File: config.mk
export PLATFORM = sky130hd
export DESIGN_NAME = pattern_tx
export DESIGN_NICKNAME = d
export VERILOG_FILES = /design/src/rtl/pattern_tx_pkg.sv /design/src/rtl/pattern_tx_shifter.sv /design/src/rtl/pattern_tx.sv
export SDC_FILE = /design/constraint.sdc
export NUM_CORES = 1
export LEC_CHECK = 0
export BUFFER_PORTS_ARGS = -buffer_cell sky130_fd_sc_hd__buf_2
export CAP_MARGIN = 20
export CORE_UTILIZATION = 30
export CTS_BUF_LIST = sky130_fd_sc_hd__clkbuf_8
export CTS_CLUSTER_DIAMETER = 120
export DETAILED_ROUTE_END_ITERATION = 16
export PLACE_DENSITY = 0.45
export SETUP_SLACK_MARGIN = 0.5
export SYNTH_ARGS = -nofsm -noshare
export SYNTH_HDL_FRONTEND = slang
export SYNTH_SLANG_ARGS = --single-unit
File: constraint.sdc
create_clock -name clk -period 4 [get_ports clk]
set_input_delay 0 -clock clk [delete_from_list [all_inputs] [get_ports clk]]
set_output_delay 0 -clock clk [all_outputs]
set_load 0.01 [all_outputs]
File: src/rtl/pattern_tx_pkg.sv
// pattern_tx_pkg -- shared definitions for the pattern_tx serialiser.
//   state_e     : FSM encoding (IDLE, SHIFT, GAP); the value 2'd3 is unused.
//   PARITY_EN   : 1 when the build appends an odd-parity bit to every frame
//                 (enabled by defining the macro PATTERN_TX_PARITY_EN).
//   PARITY_BITS : number of extra bits per frame contributed by parity.
//   GAP_CNT_W   : width of the inter-word gap counter (GAP_CYCLES <= 15).
package pattern_tx_pkg;

    typedef enum logic [1:0] {
        IDLE  = 2'd0,
        SHIFT = 2'd1,
        GAP   = 2'd2
    } state_e;

`ifdef PATTERN_TX_PARITY_EN
    localparam bit PARITY_EN = 1'b1;
`else
    localparam bit PARITY_EN = 1'b0;
`endif

    localparam int PARITY_BITS = PARITY_EN ? 1 : 0;
    localparam int GAP_CNT_W   = 4;

endpackage

File: src/rtl/pattern_tx_shifter.sv
// pattern_tx_shifter -- loadable MSB-first shift register with bit counter.
// Holds one frame (the data word, plus an odd-parity bit when the build
// defines PATTERN_TX_PARITY_EN) and flags the cycle that presents the last bit.
// Ports:
//   clk       in  clock, rising edge
//   rstN      in  asynchronous active-low reset, clears register and counter
//   load      in  capture load_data (and its parity) and restart the count
//   shift     in  advance one bit towards the MSB end
//   load_data in  [WIDTH] word to be framed
//   bit_out   out current frame bit (MSB of the register)
//   last      out bit_out is the final bit of the frame
module pattern_tx_shifter
    import pattern_tx_pkg::*;
#(
    parameter int WIDTH = 8
) (
    input  logic             clk,
    input  logic             rstN,
    input  logic             load,
    input  logic             shift,
    input  logic [WIDTH-1:0] load_data,
    output logic             bit_out,
    output logic             last
);

    localparam int FRAME_BITS = WIDTH + PARITY_BITS;
    // Sized to hold FRAME_BITS itself, so the final shift never wraps.
    localparam int CNT_W      = $clog2(WIDTH + 2);

    logic [FRAME_BITS-1:0] sreg;
    logic [FRAME_BITS-1:0] load_word;
    logic [CNT_W-1:0]      cnt;

`ifdef PATTERN_TX_PARITY_EN
    // Odd parity: total ones across data and parity bit is odd.
    assign load_word = {load_data, ~(^load_data)};
`else
    assign load_word = load_data;
`endif

    always_ff @(posedge clk or negedge rstN) begin
        if (!rstN) begin
            sreg <= '0;
            cnt  <= '0;
        end else if (load) begin
            sreg <= load_word;
            cnt  <= '0;
        end else if (shift) begin
            sreg <= {sreg[FRAME_BITS-2:0], 1'b0};
            cnt  <= cnt + CNT_W'(1);
        end
    end

    assign bit_out = sreg[FRAME_BITS-1];
    assign last    = (cnt == CNT_W'(FRAME_BITS - 1));

endmodule

File: src/rtl/pattern_tx.sv
// pattern_tx -- Moore-style word serialiser with an idle-low gap after each word.
// A word offered with valid while ready is high is captured and sent MSB first,
// one bit per cycle starting the cycle after acceptance, followed by GAP_CYCLES
// low cycles; done pulses in the final gap cycle. Optional PATTERN_TX_PARITY_EN
// appends an odd-parity bit after data[0].
// Ports:
//   clk   in  clock, rising edge
//   rstN  in  asynchronous active-low reset; aborts any word in flight
//   valid in  data word offered
//   data  in  [WIDTH] word to serialise
//   ready out block accepts a word this cycle (IDLE, and not during reset)
//   out   out serial bit stream, low whenever no frame bit is presented
//   busy  out word in flight, including its gap
//   done  out one-cycle pulse in the final gap cycle
// Handshake: a word transfers on a rising edge where valid and ready are both
// high; ready depends only on registered state, and valid/data are ignored
// while busy.
module pattern_tx
    import pattern_tx_pkg::*;
#(
    parameter int WIDTH      = 8,
    parameter int GAP_CYCLES = 1
) (
    input  logic             clk,
    input  logic             rstN,
    input  logic             valid,
    input  logic [WIDTH-1:0] data,
    output logic             ready,
    output logic             out,
    output logic             busy,
    output logic             done
);

    if (GAP_CYCLES < 1 || GAP_CYCLES > 15) begin : g_bad_gap
        $error("pattern_tx: GAP_CYCLES must be in 1..15");
    end
    if (WIDTH < 2 || WIDTH > 32) begin : g_bad_width
        $error("pattern_tx: WIDTH must be in 2..32");
    end

    state_e               state_q;
    state_e               state_d;
    logic                 ready_en;   // low in reset, high from first edge after release
    logic [GAP_CNT_W-1:0] gap_q;
    logic                 load;
    logic                 shift;
    logic                 bit_out;
    logic                 last;
    logic                 gap_last;

    pattern_tx_shifter #(
        .WIDTH (WIDTH)
    ) u_shifter (
        .clk       (clk),
        .rstN      (rstN),
        .load      (load),
        .shift     (shift),
        .load_data (data),
        .bit_out   (bit_out),
        .last      (last)
    );

    always_ff @(posedge clk or negedge rstN) begin
        if (!rstN) begin
            state_q  <= IDLE;
            ready_en <= 1'b0;
            gap_q    <= '0;
        end else begin
            state_q  <= state_d;
            ready_en <= 1'b1;
            gap_q    <= (state_q == GAP) ? gap_q + GAP_CNT_W'(1) : '0;
        end
    end

    assign gap_last = (gap_q == GAP_CNT_W'(GAP_CYCLES - 1));

    always_comb begin
        state_d = state_q;
        load    = 1'b0;
        shift   = 1'b0;
        ready   = 1'b0;
        out     = 1'b0;
        busy    = 1'b0;
        done    = 1'b0;
        case (state_q)
            IDLE: begin
                ready = ready_en;
                if (valid && ready_en) begin
                    load    = 1'b1;
                    state_d = SHIFT;
                end
            end
            SHIFT: begin
                busy  = 1'b1;
                out   = bit_out;
                shift = 1'b1;
                if (last) begin
                    state_d = GAP;
                end
            end
            GAP: begin
                busy = 1'b1;
                done = gap_last;
                if (gap_last) begin
                    state_d = IDLE;
                end
            end
            default: begin
                // Unencoded value: quiet outputs, recover to IDLE.
                state_d = IDLE;
            end
        endcase
    end

endmodule
==> impl.org, run 1 <==
** Place
- Buffers placed on the I/O ports in this run total 14.
- Global placer's final weighted congestion :: roughly 0.69
- Once detailed placement completed, the half-perimeter wirelength came to roughly 1.1 mm.
- In this run, placement finished with an instance count of approximately 130.
- Summing all placed instances gives a cell area of 1030 um2.

** Synthesis
- For this run, the number of Yosys warnings is 0.
- Synthesized-area fraction occupied by adder cells :: 10.7%
- After synthesis the cells add up to roughly 930 um2.
- Sequential element share of the synthesized area :: ~50%
- The commonest cells after synthesis are sky130_fd_sc_hd__dfrtp_1, sky130_fd_sc_hd__nand2_1.
- EDFF count, synth :: 0
- Yosys top cell area share :: 50.9%
- Fraction of the mapped netlist area in compound gates :: between 5 and 6%
- After Yosys synthesis, XOR and XNOR cells account for 4.69% of the synthesized area.
- Register bit total from synthesis :: 19
- After synthesis, the largest family of logic cells by area is simple AND/OR/NAND/NOR gates.
- The portion of synthesized area spent on multiplexers is around 11%.
- By area the synthesized netlist is led by sky130_fd_sc_hd__dfrtp_1, sky130_fd_sc_hd__ha_1, sky130_fd_sc_hd__mux2i_1, sky130_fd_sc_hd__o21ai_0, sky130_fd_sc_hd__nand2_1.
- Summing the areas of all and, or, nand and nor instances in the mapped netlist gives a little over an eighth of the synthesized area.
- Avg Synthesized Cell Area :: around 11 um2
- The cell count after synthesis came out at between 80 and 90.
- Of all flip-flops after synthesis, the portion carrying an async set or reset was 100%.
- The most used flip-flop cell after synthesis is sky130_fd_sc_hd__dfrtp_1.
- Net count of the mapped netlist :: between 100 and 150
- Summed over all instances, the cell type with the most area after synthesis is sky130_fd_sc_hd__dfrtp_1.
- In the post-synthesis netlist, the cell with the most instances is sky130_fd_sc_hd__dfrtp_1.
- Distinct cells, synth :: 21

** Critical path
- For flop-to-flop paths, the worst setup slack is around 2000 ps.
- Cell-by-cell trace of the critical path :: inv_1 -> ha_1 -> or3b_1 -> a222oi_1 -> mux2_2
- Startpoint of the most critical register-to-register path :: gap_q[0]
- Category of the critical setup timing path :: flip-flop to flip-flop
- Timing startpoint of the critical path :: gap_q[0]
- On the worst path, the slowest cell contributes a delay of around 470 ps.
- STA classifies the critical path endpoint as a flip-flop.
- Worst Path Required :: 4140 ps
- The largest individual stage delay along the critical path comes from the cell sky130_fd_sc_hd__a222oi_1.
- In this run the critical register-to-register path is captured at state_q[1].
- Crit path capture :: state_q[1]
- For the worst flop-to-flop path, the logic depth is 5.
- Critical path startpoint category :: flip-flop
- Critical path peak fanout :: 4
- Data on the critical path arrives at its endpoint at about 2100 ps.

** Global routing
- For this run, global-route usage on met1 was measured as about 15%.
- The number of global-route vias before repair was around 650.
- Global-route wire length before repair :: 2.93 mm
- Entering global routing, the biggest net connects 21 pins.
- The total overflow left after global routing is 0.
- For met2 alone, demand over resource in global routing was 18.6%.
- After global routing, the most crowded layer is met2.
- The number of antenna violations at the first check in global routing was 0.
- For this run, global-route usage on met3 was measured as ~2.7%.
- Total routing usage reported by global routing :: 11.5%

** Status
- The flow ran to the end, but the final reports show violations.
- Violated checks :: design-rule violations

** Timing
- The number of pins with negative max-slew slack in the final report is 0.
- Post-route clock skew :: 1.46 ps
- Setup_tns :: 0 ps
- For the pin with the worst max-slew slack, the measured transition is about 690 ps.
- In the finished design, the share of the clock period the worst path needs comes to 48.7%.
- Measured against its own limit, the worst slew margin works out to 53.8%.
- Final Hold Violating Endpoints :: 0
- Setup repair after global routing left no endpoint under its margin.
- Setup violations remaining at the end of the flow were counted as 0.
- Final period demand of the worst path :: ~1900 ps
- Derived from the worst setup path, the maximum achievable clock frequency is 514 MHz.

** Drt
- Total wirelength of the detailed-routed design :: ~1.6 mm
- Across all layers, the routed design uses roughly 640 vias.
- Number of DRC markers in iteration 0 :: 18
- Average wire length per cell after detail routing :: approximately 11 um
- First-pass detailed-route iteration total :: 10
- Remaining design rule violation count :: 2
- Number of vias per cell :: ~4.5
- Number of nets still failing antenna checks after routing :: 0

** Floorplanning
- The initial utilization of the core area, before any placement, comes to between 30% and 40%.
- The die is just under 60 um wide.
- The floorplan step defined a core boundary enclosing ~2900 um2.
- The floorplan step defined a die boundary enclosing between 3000 and 4000 um2.
- The die is around 58 um tall.
- Row generation in the floorplan step produced 19 rows.
- Top-level port count :: 15

** Final layout
- End-of-flow core utilization :: 40.9%
- Final Instance Area :: about 1200 um2
- Area occupied by multi-input gates :: between 400 and 500 um2
- Compared with the post-synthesis result, the final layout area differs by 24.9%.
- In the final design database the tool counted 131 nets.
- Antenna diode count :: 0
- Filler cell count :: between 300 and 400
- Fraction of layout instances using a drive strength above 1 :: roughly 18%
- The finished layout holds around 140 standard cells, fillers aside.
- Summing all flip-flop and latch instances after layout gives approximately 480 um2.

** Power and ir drop
- The internal portion of the total power is 0.477 mW.
- In this run the power spent charging and discharging nets is about 0.26 mW.
- Design Power :: between 0.7 and 0.8 mW
- Relative contribution of sequential cells to total power :: a little over two fifths
- Standby leakage power :: 0.562 nW
- The share of total power dissipated in the clock network is ~18%.
- Switching fraction of total power :: 35.4%
- Worst voltage drop across the vdd grid :: between 200 and 250 uV
- Power density over the cells :: roughly 630 nW/um2
- Portion of total power attributed to combinational logic :: 39.6%

** Clocking
- Number of buffers created by CTS :: 3
- After clock tree synthesis, the clock-pin slew on the worst setup and hold paths is 70 ps.
- The clock passes through at most 2 buffers.
- Maximum level of the CTS H-tree :: 1
- The number of gates resized after CTS was 0.
- At the later pin of the worst-skew pair, clock insertion delay measures 250 ps.
- Root buffer cell :: sky130_fd_sc_hd__clkbuf_8
- Clock tree from TritonCTS :: done
- Sink Count :: 19

** Flow run
- The tool flagged a number of max-cap violations equal to 0.

** Hold path
- The path class of the tightest hold or removal check is input pin to async pin.
how the worst min path moves through the flow:
| stage | start | endpoint | slack, ps |
|---|---|---|---|
| 6_report | rstN | gap_q[2] | 210 |
| 5_1_grt | rstN | gap_q[2] | 260 |
| 4_1_cts | rstN | u_shifter.sreg[2] | 240 |
| 3_5_place_dp | rstN | gap_q[1] | -20 |
| 3_3_place_gp | rstN | gap_q[2] | -30 |
| 2_1_floorplan | rstN | gap_q[0] | -300 |
power groups by stage:
stage,combinational [mW],sequential (mW),clock (mW)
floorplan,0.230,0.303,0
global placement,0.287,0.315,0
detailed placement,0.293,0.316,0
CTS,0.301,0.313,0.140
global route,0.341,0.323,0.148
finish,0.292,0.313,0.134
through the flow:
step                hold WS [ps]  setup WS [ps]
global placement           -26.0           2130
detailed placement         -22.1           2060
global route                 256           1930
floorplan                   -296           2180
finish                       215           2050
CTS                          241           2020
area by class of cell:
class	count	share of cell area, %
sequential	19	40.8
multi-input combinational	60	36.6
timing repair buffer	23	13.7
clock buffer	3	3.54
tap	31	3.33
inverter	5	1.61
clock inverter	1	0.429
routing by layer:
metal | part of all wire [%] | vias to the layer above
met5 | 0 | -
met4 | 0.62 | 0
met3 | 2.6 | 2
met2 | 46 | 5
met1 | 51 | 303
li1 | - | 332
critical path: cells and delay by family (launching register included):
kind	cells	cell delay, ps
AOI/OAI and AO/OA	1	470
DFF	1	410
muxes	1	390
and+or+nand+nor	1	370
adders and majority gates	1	120
buffers and inverters	1	70
logic make-up (layout without fill, tap and decap cells):
| kind of cell | Yosys count | in the layout |
|---|---|---|
| adder cells (fa/ha/maj) | 8 | 8 |
| flip-flops | 19 | 19 |
| AND/OR/NAND/NOR | 27 | 27 |
| AO/OA/AOI/OAI | 9 | 9 |
| XOR/XNOR | 5 | 5 |
| buffers and inverters | 8 | 32 |
| multiplexers | 10 | 10 |
| other | 1 | 1 |
layout by cell type, fill, tap and decap left out:
| cell | synthesis | final |
|---|---|---|
| sky130_fd_sc_hd__nand2b_1 | 1 | 1 |
| sky130_fd_sc_hd__nand4_1 | 1 | 1 |
| sky130_fd_sc_hd__and2_1 | 3 | 3 |
| sky130_fd_sc_hd__xnor2_1 | 2 | 2 |
| sky130_fd_sc_hd__xor2_1 | 3 | 3 |
| sky130_fd_sc_hd__o21ai_0 | 8 | 8 |
| sky130_fd_sc_hd__nand3_1 | 1 | 1 |
| sky130_fd_sc_hd__or3b_1 | 1 | 1 |
| sky130_fd_sc_hd__inv_1 | 5 | 5 |
| sky130_fd_sc_hd__and3_1 | 1 | 1 |
| sky130_fd_sc_hd__mux2_2 | 2 | 2 |
| sky130_fd_sc_hd__dfrtp_1 | 19 | 19 |
| sky130_fd_sc_hd__nand3b_1 | 1 | 1 |
| sky130_fd_sc_hd__mux2i_1 | 8 | 8 |
| sky130_fd_sc_hd__ha_1 | 8 | 8 |
| sky130_fd_sc_hd__nand2_1 | 10 | 10 |
| sky130_fd_sc_hd__clkbuf_8 | 0 | 3 |
| sky130_fd_sc_hd__a222oi_1 | 1 | 1 |
| sky130_fd_sc_hd__conb_1 | 1 | 1 |
| sky130_fd_sc_hd__dlygate4sd3_1 | 0 | 9 |
| sky130_fd_sc_hd__buf_2 | 1 | 14 |
| sky130_fd_sc_hd__clkinv_2 | 0 | 1 |
| sky130_fd_sc_hd__nor2_1 | 8 | 8 |
timing repair:
action,4_1_cts,5_1_grt
endpoints found under the setup margin,0,0
setup buffers,0,0
hold endpoints to repair,27,0
hold buffers,9,0
flip-flops by register name (all words and copies together) (netlist names):
name and count:
u_shifter.cnt 4, ready_en 1, gap_q 4, u_shifter.sreg 8
state_q 2
Power figures use the tool's default switching activity.
==> run 2: changes to the inputs <==
==> constraint.sdc (replaced) <==
create_clock -name clk -period 1.8 [get_ports clk]
set_input_delay 0 -clock clk [delete_from_list [all_inputs] [get_ports clk]]
set_output_delay 0 -clock clk [all_outputs]
set_load 0.01 [all_outputs]
==> run 2 against run 1 <==
The flow finishes with violations (design-rule violations, negative setup slack). Combinational power rose to 2.9 times the previous value. Core utilization grew 3.6 points. Clock-buffer cell count stayed put. Critical path type unchanged. Sequential share of layout area shrank 3.3 points. Sequential power rose by 120%.
==> impl.org, run 2 (synthesis gave the netlist of run 1 again) <==
** Flow run
- Total of max-cap violations :: 0 (unchanged)

** Place
- The half-perimeter wire length after placement is 1.13 mm (-1.0%).
- The count of buffers from port buffering was 14 (unchanged).
- Worst slack at placement :: -55.4 ps (-2120 ps)
- The global placement routability congestion came to 0.752 (+8.5%).
- Placed cell count :: 133 (+3.1%)
- Area after DPL :: 1060 um2 (+2.9%)

** Drt
- The count of vias placed by the detailed router came to 701 (+9.2%).
- Average wire length per cell after detail routing :: 11.3 um (-0.97%)
- Total wirelength of the detailed-routed design :: 1.70 mm (+4.6%)
- The number of DRC violations after detailed-routing iteration 0 is 19 (+1).
- First-pass detailed-route iteration total :: 10 (unchanged)
- Remaining design rule violation count :: 2 (unchanged)
- The via density per instance came to 4.67 (+3.4%).
- The antenna violation net count after detailed routing was 0 (unchanged).

** Timing
- Worst-case hold slack :: 220 ps (+5.60 ps)
- Final period demand of the worst path :: 1820 ps (-122 ps)
- Achievable clock frequency :: 548 MHz (+6.7%)
- Count of final setup violators :: 2 (+2)
- Final Hold Violating Endpoints :: 0 (unchanged)
- Setup_tns :: -44.9 ps (-44.9 ps)
- Setup repair after global routing could not meet its margin everywhere.
- The worst-case setup margin in the final layout came to -24.8 ps (-2080 ps).
- Tcrit/Tclk final :: 101% (+53 points)
- Pins Over Slew Limit :: 0 (unchanged)
- Post-route clock skew :: 5.15 ps (+3.69 ps)

** Final layout
- Max reg flops :: 8 (unchanged)
- Largest register by flop count :: u_shifter.sreg
- Leaving out fill and tap cells, the most frequent cells in the layout are sky130_fd_sc_hd__dfrtp_1, sky130_fd_sc_hd__buf_2, sky130_fd_sc_hd__nand2_1.
- Synth-to-Final Area Change :: 35.8%
- Final-stage net count :: 139 (+6.1%)
- Most common cell after layout, fill and taps aside :: sky130_fd_sc_hd__dfrtp_1
- The final cell count without fillers came to 150 (+5.6%).
- Final Instance Area :: 1270 um2 (+8.7%)
- The largest registers in the layout are u_shifter.sreg: 8 flops, gap_q: 4 flops, u_shifter.cnt: 4 flops.
- The share of layout cells above drive strength 1 is 26.1% (+8.0 points).
- Antenna diode count :: 0 (unchanged)
- The final core utilization was 44.4% (+3.6 points).

** Critical path
- Worst Path Required :: 1940 ps (-2200 ps)
- Critical path startpoint category :: flip-flop
- Data arrival time at the worst-slack endpoint :: 1970 ps (-120 ps)
- Category of the critical setup timing path :: flip-flop to flip-flop
- Reg2reg path depth :: 6 (+1)
- The maximum fanout along the worst path was 2 (-2).
- Setup crit end kind :: flip-flop

** Clocking
- CTS placed an instance of sky130_fd_sc_hd__clkbuf_8 at the clock tree root.
- TritonCTS built the clock tree.
- Sink Count :: 19 (unchanged)
- The number of buffers inserted during clock tree synthesis came to 3 (unchanged).
- The maximum level of the CTS H-tree came to 1 (unchanged).
- Maximum buffer depth of the clock tree :: 2 (unchanged)
- The clock latency on the worst-skew pair was 250 ps (about the same).
- Clock transition at the registers of the reported paths :: 80 ps (about the same)

** Status
- The checks that failed: design-rule violations, negative setup slack.
- The run finished, with violations left.

** Floorplanning
- The horizontal die dimension came to 57.8 um (unchanged).
- Effective utilization at floorplan :: 32.7% (unchanged)
- The core area came to 2850 um2 (unchanged).
- The count of standard-cell rows came to 19 (unchanged).
- The die outline height came to 57.8 um (unchanged).
- The die outline area came to 3340 um2 (unchanged).
- The total I/O pin count was 15 (unchanged).

** Global routing
- The number of antenna violations at the first check in global routing is 0 (unchanged).
- Vias in the first global route :: 708 (+8.8%)
- The wire length of the first global-routing pass was 2.97 mm (+1.4%).
- Gr ovfl total :: 0 (unchanged)
- The largest net degree at the start of global routing is 21 (unchanged).
- Total routing usage reported by global routing :: 11.5% (-0.073 points)

** Power and ir drop
- The static leakage came to 0.611 nW (+8.6%).
- The highest ir drop seen on vdd was 508 uV (+100%).
- The total power per unit cell area came to 1450 nW/um2 (+130%).
- The total power came to 1.84 mW (+150%).

** Hold path
- The worst hold path belongs to the class input pin to async pin.
-- run 2: final timing paths --
kind                       startpoint           endpoint  slack [ps]
hold reg to reg              gap_q[0]           gap_q[0]         530
min in group clk                valid   u_shifter.cnt[0]         280
hold / removal                   rstN           ready_en         220
max in group asynchronous        rstN  u_shifter.sreg[6]        1260
setup reg to reg             gap_q[0]         state_q[0]         -20
setup / recovery             gap_q[0]         state_q[0]         -20
-- run 2: where the power goes --
group | internal (mW) | switching (mW)
clock network | 0.153 | 0.140
logic | 0.475 | 0.377
registers | 0.587 | 0.109
-- run 2: timing repair --
item | in CTS | in global routing
hold buffers | 9 | 0
endpoints found under the hold margin | 27 | 0
buffers inserted | 4 | 0
setup endpoints to repair | 16 | 18
gates resized for setup | 5 | 2
-- run 2: per-layer routing --
metal / up-vias / wire, um / track usage [%] / share of wire, %
met4: 0 / 13 / 3.06 / 0.76
met5: - / 0 / 0 / 0
met1: 338 / 828 / 13.9 / 49
met3: 2 / 55 / 2.68 / 3.2
met2: 13 / 803 / 20.4 / 47
li1: 348 / - / - / -
-- run 2: cell type report --
class	count	area [um2]
clock buffers	3	41.3
clock inverters	1	5.00
fillers	281	1590
inverters	5	18.8
multi-input cells	60	442
flip-flops and latches	19	475
well taps	31	38.8
repair buffers	31	246
-- run 2: worst max-delay path: stages (launching register included) --
cell	delay [ps]
sky130_fd_sc_hd__dfrtp_1	370
sky130_fd_sc_hd__inv_1	60
sky130_fd_sc_hd__ha_1	120
sky130_fd_sc_hd__or3b_1	360
sky130_fd_sc_hd__a222oi_1	320
sky130_fd_sc_hd__buf_4	170
sky130_fd_sc_hd__mux2_2	320
==> run 3: changes to the inputs <==
--- a/config.mk
+++ b/config.mk
@@ -7,6 +7,7 @@
 export LEC_CHECK = 0
 export BUFFER_PORTS_ARGS = -buffer_cell sky130_fd_sc_hd__buf_2
 export CAP_MARGIN = 20
+export CORE_ASPECT_RATIO = 1.5
 export CORE_UTILIZATION = 30
 export CTS_BUF_LIST = sky130_fd_sc_hd__clkbuf_8
 export CTS_CLUSTER_DIAMETER = 120
@@ -16,3 +17,4 @@
 export SYNTH_ARGS = -nofsm -noshare
 export SYNTH_HDL_FRONTEND = slang
 export SYNTH_SLANG_ARGS = --single-unit
+export TNS_END_PERCENT = 5
==> run 3 against run 2 <==
The run ends with negative setup slack left. Via count decreased by 5.1%. Flip-flop and latch count is the same. Die area increased by 0.14%. Design area decreased by 1.7%. Critical endpoint is now state_q[1]. Largest power group unchanged.
==> impl.org, run 3 (synthesis gave the netlist of run 1 again) <==
** Clocking
- Maximum buffer depth of the clock tree :: 2 (unchanged)
- The clock latency on the worst-skew pair was 250 ps (about the same).
- The number of buffers added for setup after CTS came to 0 (-4).
- The tree is rooted in a sky130_fd_sc_hd__clkbuf_8.
- Clock tree from TritonCTS :: done
- Maximum level of the CTS H-tree :: 1 (unchanged)
- The number of buffers inserted during clock tree synthesis is 3 (unchanged).
- Sink Count :: 19 (unchanged)
- Clock transition at the registers of the reported paths :: 70 ps (about the same)

** Final layout
- The final net count came to 135 (-2.9%).
- Synth-to-Final Area Change :: 33.5%
- Fraction of layout instances using a drive strength above 1 :: 25.2% (-0.83 points)
- Most common cell after layout, fill and taps aside :: sky130_fd_sc_hd__dfrtp_1
- The antenna diode count came to 0 (unchanged).
- Leading registers by flop count :: u_shifter.sreg: 8 flops, gap_q: 4 flops, u_shifter.cnt: 4 flops
- The flip-flop count of the largest register, all copies and words added came to 8 (unchanged).
- Filler cell count :: 311 (+11%)
- Leaving out fill and tap cells, the most frequent cells in the layout are sky130_fd_sc_hd__dfrtp_1, sky130_fd_sc_hd__buf_2, sky130_fd_sc_hd__nand2_1.
- The final cell count without fillers came to 154 (+2.7%).
- Largest register by flop count :: u_shifter.sreg

** Hold path
- The worst hold path belongs to the class input pin to async pin.

** Floorplanning
- Top-level port count :: 15 (unchanged)
- The count of standard-cell rows is 24 (+5).
- Die Area :: 3340 um2 (+0.14%)
- The die outline height is 70.3 um (+22%).
- Chip Width :: 47.5 um (-18%)
- Effective utilization at floorplan :: 31.7% (-1.0 points)
- CORE AREA :: 2940 um2 (+3.2%)

** Power and ir drop
- Switching fraction of total power :: 33.9% (-0.091 points)
- Relative contribution of sequential cells to total power :: 39.6% (+1.8 points)
- Standby leakage power :: 0.587 nW (-3.9%)
- The reported net switching power was 0.595 mW (-4.9%).
- Internal Pwr Total :: 1.16 mW (-4.5%)
- Worst voltage drop across the vdd grid :: 514 uV (+1.2%)
- The clock share of power came to 16.6% (+0.7 points).
- Design Power :: 1.76 mW (-4.6%)
- Power density over the cells :: 1410 nW/um2 (-3.0%)
- The fraction of power consumed by combinational cells came to 43.8% (-2.5 points).

** Status
- Result of the run :: finished, violations left
- Violated checks :: negative setup slack

** Global routing
- Gr ovfl total :: 0 (unchanged)
- Vias in the first global route :: 673 (-4.9%)
- The largest net degree at the start of global routing is 21 (unchanged).
- The global-route track usage on met3 is 2.33% (-0.35 points).
- The met1 track demand over resource is 12.4% (-1.5 points).
- Global-route wire length before repair :: 2.68 mm (-9.5%)
- met2 is the most crowded layer.
- The met2 routing resource usage after global routing was 18.4% (-2.0 points).
- The total routing resource utilization after global routing came to 11.2% (-0.28 points).
- The number of antenna violations at the first check in global routing was 0 (unchanged).

** Timing
- Pins Over Slew Limit :: 0 (unchanged)
- The minimum clock period came to 1860 ps (+33.2 ps).
- Setup repair after global routing missed its margin :: true
- Post-route clock skew :: 4.87 ps (-0.279 ps)
- The share of the cycle needed by the critical path after routing is 103% (+1.8 points).
- The upper clock frequency limit is 538 MHz (-1.8%).
- Count of final setup violators :: 2 (unchanged)
- Worst-case hold slack :: 212 ps (-8.18 ps)
- The number of failing hold endpoints at the final stage is 0 (unchanged).
- Final worst slack :: -58.0 ps (-33.2 ps)

** Critical path
- The data arrival time at the worst-slack endpoint came to 1990 ps (+20 ps).
- Setup crit end kind :: flip-flop
- Worst-path cell with the longest stage delay :: sky130_fd_sc_hd__a222oi_1
- The maximum cell stage delay along the critical path is 420 ps (+50 ps).
- Register-to-register path setup slack :: -60 ps (-30 ps)
- The required time of the critical path was 1940 ps (about the same).
- The signal on the critical path passes through inv_1 -> ha_1 -> or3b_4 -> a222oi_1 -> mux2_2.
- Kind of cell with the highest combined delay on the critical path :: compound AO/OA/AOI/OAI gates
- Count of buffer and inverter cells on the critical path :: 1 (-1)
- By startpoint and endpoint, the worst setup path is classified as flip-flop to flip-flop.
- STA classifies the critical path startpoint as a flip-flop.
- Critical path peak fanout :: 2 (unchanged)

** Drt
- First-pass detailed-route iteration total :: 4 (-6)
- Remaining design rule violation count :: 0 (-2)
- Total number of vias :: 665 (-5.1%)
- Number of nets still failing antenna checks after routing :: 0 (unchanged)
- The via density per instance came to 4.32 (-7.6%).
- Average wire length per cell after detail routing :: 10.2 um (-10%)
- The overall routed net length came to 1.57 mm (-7.6%).
- The number of DRC violations after detailed-routing iteration 0 came to 3 (-16).

** Place
- Post-DP HPWL :: 1.08 mm (-4.5%)
- Global placer's final weighted congestion :: 0.701 (-6.9%)
- The count of buffers from port buffering was 14 (unchanged).
- The post-placement cell count was 141 (+6.0%).

** Flow run
- The max-capacitance violation count is 0 (unchanged).
-- run 3: cell types whose count changed in the layout (fill, tap and decap cells not counted) --
cell / change
sky130_fd_sc_hd__buf_4: -3
sky130_fd_sc_hd__buf_6: -1
sky130_fd_sc_hd__inv_1: -1
sky130_fd_sc_hd__inv_2: +1
sky130_fd_sc_hd__o21ai_0: -1
sky130_fd_sc_hd__o21ai_1: +1
sky130_fd_sc_hd__or3b_1: -1
sky130_fd_sc_hd__or3b_4: +1
-- run 3: per-stage QoR --
step                utilization, %  TNS [ps]  setup slack (ps)  cell area (um2)
detailed placement            36.4     -98.3             -54.1             1070
floorplan                        -         0              1.32              933
CTS                           42.3      -120             -65.0             1250
global route                  42.3      -322              -168             1250
global placement              36.4     -23.3             -11.7             1070
finish                        42.3      -106             -58.0             1250
-- run 3: what timing repair did --
| action | 4_1_cts | 5_1_grt |
|---|---|---|
| setup endpoints to repair | 15 | 17 |
| pin swaps | 2 | 1 |
| endpoints found under the hold margin | 27 | 0 |
| hold buffers | 9 | 0 |
| resized for setup | 12 | 0 |
-- run 3: routing by layer --
metal | wire [um] | up-vias
li1 | - | 340
met1 | 699 | 313
met2 | 813 | 10
met3 | 38 | 2
met4 | 20 | 0
met5 | 0 | -
-- run 3: worst paths after layout --
| path | from | to | depth (start not counted) |
|---|---|---|---|
| worst min-delay path | rstN | gap_q[2] | 2 |
| min in group clk | valid | state_q[0] | 4 |
| worst max-delay path | gap_q[0] | state_q[1] | 5 |
| worst max register to register | gap_q[0] | state_q[1] | 5 |
| worst min register to register | gap_q[0] | gap_q[0] | 2 |
| max in group asynchronous | rstN | u_shifter.cnt[3] | 2 |
-- run 3: layout make-up --
cell class,count,area [um2],share of cell area (%)
clock inverters,1,5.00,0.402
well taps,39,48.8,3.92
repair buffers,27,213,17.1
multi-input cells,60,444,35.6
flip-flops and latches,19,475,38.2
inverters,5,18.8,1.51
clock buffers,3,41.3,3.31
-- run 3: power by group through the flow --
stage                     Combinational (mW)  Sequential [mW]  Clock (mW)
final                                  0.769            0.695       0.292
after floorplan                        0.510            0.674           0
after global routing                   0.891            0.716       0.319
after global placement                 0.679            0.694           0
after CTS                              0.787            0.699       0.306
after detailed placement               0.677            0.700           0
-- run 3: worst register-to-register path, delay by kind of cell, from the launching register on --
kind	cells	cell delay [ps]
compound gates	1	420
mux	1	390
flops	1	380
simple gates	1	370
fa+ha+maj	1	120
buf+inv	1	60
